**config.mk**
```make
export PLATFORM = sky130hd
export DESIGN_NAME = trigger_wrapper
export DESIGN_NICKNAME = d
export VERILOG_FILES = /design/src/rtl/trigger_wrapper.sv
export SDC_FILE = /design/constraint.sdc
export NUM_CORES = 1
export LEC_CHECK = 0
export CAP_MARGIN = 30
export CORE_UTILIZATION = 40
export DETAILED_ROUTE_END_ITERATION = 6
export PLACE_DENSITY_LB_ADDON = 0.12
export SYNTH_ARGS = -nofsm -noshare
export SYNTH_HDL_FRONTEND = slang
export SYNTH_SLANG_ARGS = --single-unit
```
**constraint.sdc**
```tcl
create_clock -name clk320 -period 16.5 [get_ports clk320]
set_clock_uncertainty 0.2 [all_clocks]
set_input_delay 3.3 -clock clk320 [delete_from_list [all_inputs] [get_ports clk320]]
set_output_delay 3.3 -clock clk320 [all_outputs]
set_load 0.005 [all_outputs]
```
**src/rtl/trigger_wrapper.sv**
```systemverilog
`timescale 1ns/1ps
`default_nettype none
// trigger_wrapper: captures 12 trigger channels once per bunch crossing and
// reports time/amplitude channel counts, sums and a TCM trigger request.
module trigger_wrapper #(
   parameter int NCH = 12,
   parameter int TW  = 10,
   parameter int AW  = 13
) (
   input  logic                clk320,
   input  logic                rst_n,
   input  logic [2:0]          mt_cou,
   input  logic [NCH-1:0]      CH_trigt,
   input  logic [NCH-1:0]      CH_triga,
   input  logic [NCH-1:0]      CH_trigb,
   input  logic [NCH*TW-1:0]   CH_TIME_T,
   input  logic [NCH*AW-1:0]   CH_ampl0,
   output logic                tcm_req,
   output logic [17:0]         tt,
   output logic [20:0]         ta
);

   localparam int HALF = NCH / 2;
   localparam int CW   = 4;
   localparam int TSW  = 14;
   localparam int ASW  = 17;

   logic [NCH-1:0]    cap_trigt;
   logic [NCH-1:0]    cap_triga;
   logic [NCH-1:0]    cap_trigb;
   logic [NCH*TW-1:0] cap_time;
   logic [NCH*AW-1:0] cap_ampl;

   always_ff @(posedge clk320 or negedge rst_n) begin
      if (!rst_n) begin
         cap_trigt <= '0;
         cap_triga <= '0;
         cap_trigb <= '0;
         cap_time  <= '0;
         cap_ampl  <= '0;
      end else if (mt_cou == 3'd7) begin
         cap_trigt <= CH_trigt;
         cap_triga <= CH_triga;
         cap_trigb <= CH_trigb;
         cap_time  <= CH_TIME_T;
         cap_ampl  <= CH_ampl0;
      end
   end

   // First tree level: two half-sums of six channels each.
   logic [1:0][CW-1:0]  half_ncht_c, half_ncha_c, half_ncht_q, half_ncha_q;
   logic [1:0][TSW-1:0] half_tsum_c, half_tsum_q;
   logic [1:0][ASW-1:0] half_asum_c, half_asum_q;

   always_comb begin
      half_ncht_c = '0;
      half_ncha_c = '0;
      half_tsum_c = '0;
      half_asum_c = '0;
      for (int h = 0; h < 2; h++) begin
         for (int j = 0; j < HALF; j++) begin
            if (cap_trigt[h*HALF+j] && cap_trigb[h*HALF+j]) begin
               half_ncht_c[h] = half_ncht_c[h] + 4'd1;
               half_tsum_c[h] = half_tsum_c[h]
                  + {{(TSW-TW){cap_time[(h*HALF+j)*TW+TW-1]}}, cap_time[(h*HALF+j)*TW +: TW]};
            end
            if (cap_triga[h*HALF+j]) begin
               half_ncha_c[h] = half_ncha_c[h] + 4'd1;
               half_asum_c[h] = half_asum_c[h]
                  + {{(ASW-AW){1'b0}}, cap_ampl[(h*HALF+j)*AW +: AW]};
            end
         end
      end
   end

   // Half-sums settle within the window between capture (7) and update (3).
   always_ff @(posedge clk320 or negedge rst_n) begin
      if (!rst_n) begin
         half_ncht_q <= '0;
         half_ncha_q <= '0;
         half_tsum_q <= '0;
         half_asum_q <= '0;
      end else begin
         half_ncht_q <= half_ncht_c;
         half_ncha_q <= half_ncha_c;
         half_tsum_q <= half_tsum_c;
         half_asum_q <= half_asum_c;
      end
   end

   logic [CW-1:0]  ncht_sum, ncha_sum;
   logic [TSW-1:0] tsum_sum;
   logic [ASW-1:0] asum_sum;

   assign ncht_sum = half_ncht_q[0] + half_ncht_q[1];
   assign ncha_sum = half_ncha_q[0] + half_ncha_q[1];
   assign tsum_sum = half_tsum_q[0] + half_tsum_q[1];
   assign asum_sum = half_asum_q[0] + half_asum_q[1];

   always_ff @(posedge clk320 or negedge rst_n) begin
      if (!rst_n) begin
         tcm_req <= 1'b0;
         tt      <= '0;
         ta      <= '0;
      end else if (mt_cou == 3'd3) begin
         tcm_req <= (ncht_sum != '0);
         tt      <= {ncht_sum, tsum_sum};
         ta      <= {ncha_sum, asum_sum};
      end
   end

endmodule
`default_nettype wire

```
==> metrics <==
status=finished clean; distinct cell type count after synthesis=82; DRT Wirelength=83,500 um; CP peak stage delay=720 ps; setup TNS=0 ps; WL per Instance=18.2 um; RD Place Congestion=0.883; Starting Density=40.5%; Top FF cell, synth=dfrtp_1; antenna viol nets, final=0; FFs w/ async S/R, synth=100%; xor and xnor area share after synthesis=7.67%; clock transition at the registers of the reported paths=60 ps; Area growth syn-to-layout=20.9%; max-cap violation count=0; Post-DP Area=36,000 um^2; Slowest-stage cell, CP=dfrtp_1; Synth Cell Area=31,400 um^2; Slew headroom=33.7%; largest family of logic cells by synthesized area=multiplexers; vias in the first global route=24,145; syn_area_per_cell=9.88 um^2; crit-path most repeated cell=ha_1; hold_buf cts=0; Die ar.=79,500 um^2; setup bufs post-CTS=0; CTS tree=yes; Synth Register Bits=430; Tmin final=8460 ps; Crit Path Class=reg -> reg; final cell count without fillers=4,585; htree depth=2; 1st-pass router iterations=7; DRC viols=0; share of cells above drive strength 1=16.0%; syn nets=3,825; Hold Fails Final Rpt=0; DP HPWL=66,300 um; I/O Pins=357; most common cell after layout, fill and taps aside=dfrtp_1; commonest cells after routing, fill and taps aside=dfrtp_1, mux2_2, clkdlybuf4s50_1; # placed instances=4,487; leakage power=0.0170 uW; Synth Area in Compound Gates=14.2%; Post-synth EDFFs=0; Die X-Extent=282 um; HP Class=reg -> reg; nets@finish=4,157; Post-Synth Adder-Cell Area=14.1%; CTS max path bufs=3; crit path DAT=8780 ps; DR vias/cell=5.25; final total power=7930 uW; Row Count=102; post-synthesis mux area share=15.8%; core footprint=77,500 um^2; largest net degree at the start of global routing=135; Critical Path RT=16,820 ps; Reg2Reg Setup Slack=8040 ps; synth warn=0; initial drt markers=1,096; Final Cell Area=37,900 um^2; Worst VDD drop=115 uV; post-synthesis simple-gate area fraction=10.8%; unrepaired setup endpoints after global routing=false; Startpoint Class=flop; worst-margin pin slew=995 ps; PD cells=209 nW/um^2; max-slew violation count=0; DR vias=24,054; Critical Path Fanout Max=21; initial antenna violation count=3; CTS sink count=430; clock latency on the worst-skew pair=610 ps; Port Buf Inserts=356; synthesized netlist cell count=3,173; Util after Layout=48.9%; Final Cycle Share=51.3%; PostCTS Resize Cnt=0; sequential-to-total area share from yosys stat=34.3%; Setup Viol. Count Final=0; all-layer global routing usage=20.8%; Root Buffer=clkbuf_16; fmax=0.118 GHz; global route overflow=0; cts bufs inserted=51; first-pass GRT wire length=131,000 um; die height=282 um; Worst Setup End Kind=flop
==> worst max-delay path, delay by kind of cell (launching register included) <==
family,cells,cell delay (ps)
compound gates,14,3450
xor+xnor,4,520
fa+ha+maj,6,1700
flops,1,720
mux,2,570
simple gates,9,1240
==> cells by family (layout without fill, tap and decap cells) <==
logic type	count (synthesis)	after routing
compound gates	694	694
xor+xnor	273	273
fa+ha+maj	342	342
buf+inv	251	621
flops	430	430
mux	442	442
other cells	0	2
simple gates	741	741
==> power breakdown <==
part / switching [uW] / leakage [uW] / internal (uW)
logic: 2680 / 0.0110 / 2470
registers: 232 / 0.00514 / 1360
clock network: 461 / 0.000874 / 726
==> synth_stat cells, types with 74 or more instances <==
library cell / count / share of area (%)
xor2_1: 108 / 3.0
clkbuf_1: 81 / 0.97
inv_1: 145 / 1.7
o21ai_0: 168 / 2.7
mux2_2: 427 / 15
nor2_1: 210 / 2.5
nand2_1: 247 / 3.0
a21o_1: 74 / 1.8
dfrtp_1: 430 / 34
ha_1: 313 / 12
a21oi_1: 170 / 2.7
xnor2_1: 164 / 4.6
==> per-layer routing <==
layer	global-route usage (%)	routed length, um	vias up
met5	0	0	-
met3	3.09	3370	83
li1	-	-	11998
met4	4.82	1570	0
met1	27.7	38700	11581
met2	35.5	39900	392
==> worst paths after layout <==
| path | startpoint | endpoint | cells after the start |
|---|---|---|---|
| worst min-delay path | ta[15] | ta[15] | 2 |
| worst max register to register | cap_triga[0] | half_asum_q[15] | 35 |
| worst max-delay path | cap_triga[0] | half_asum_q[15] | 35 |
| max in group asynchronous | rst_n | cap_time[75] | 4 |
| min in group asynchronous | rst_n | cap_ampl[51] | 1 |
| worst min register to register | ta[15] | ta[15] | 2 |
==> through the flow <==
step,setup WS (ps),hold WS [ps]
2_1_floorplan,8910,271
3_3_place_gp,8270,269
3_5_place_dp,8100,270
4_1_cts,8040,283
5_1_grt,7330,299
6_report,8040,275
==> area by class of cell <==
cell class | count | area, um^2
Multi-Input combinational cell | 2492 | 19700
Clock buffer | 70 | 1470
Fill cell | 7210 | 39600
Tap cell | 1040 | 1300
Timing Repair Buffer | 379 | 3850
Clock inverter | 21 | 287
Sequential cell | 430 | 10800
Inverter | 151 | 567
Antenna cell | 2 | 5.00
==> registers in the layout, summed over array words and instances (netlist names) <==
register	flops
cap_ampl	156
cap_time	120
cap_triga	12
cap_trigb	12
cap_trigt	12
half_asum_q	34
half_ncha_q	8
half_ncht_q	8
half_tsum_q	28
ta	21
tcm_req	1
tt	18
Note: power is estimated with default switching activity, not from simulation.
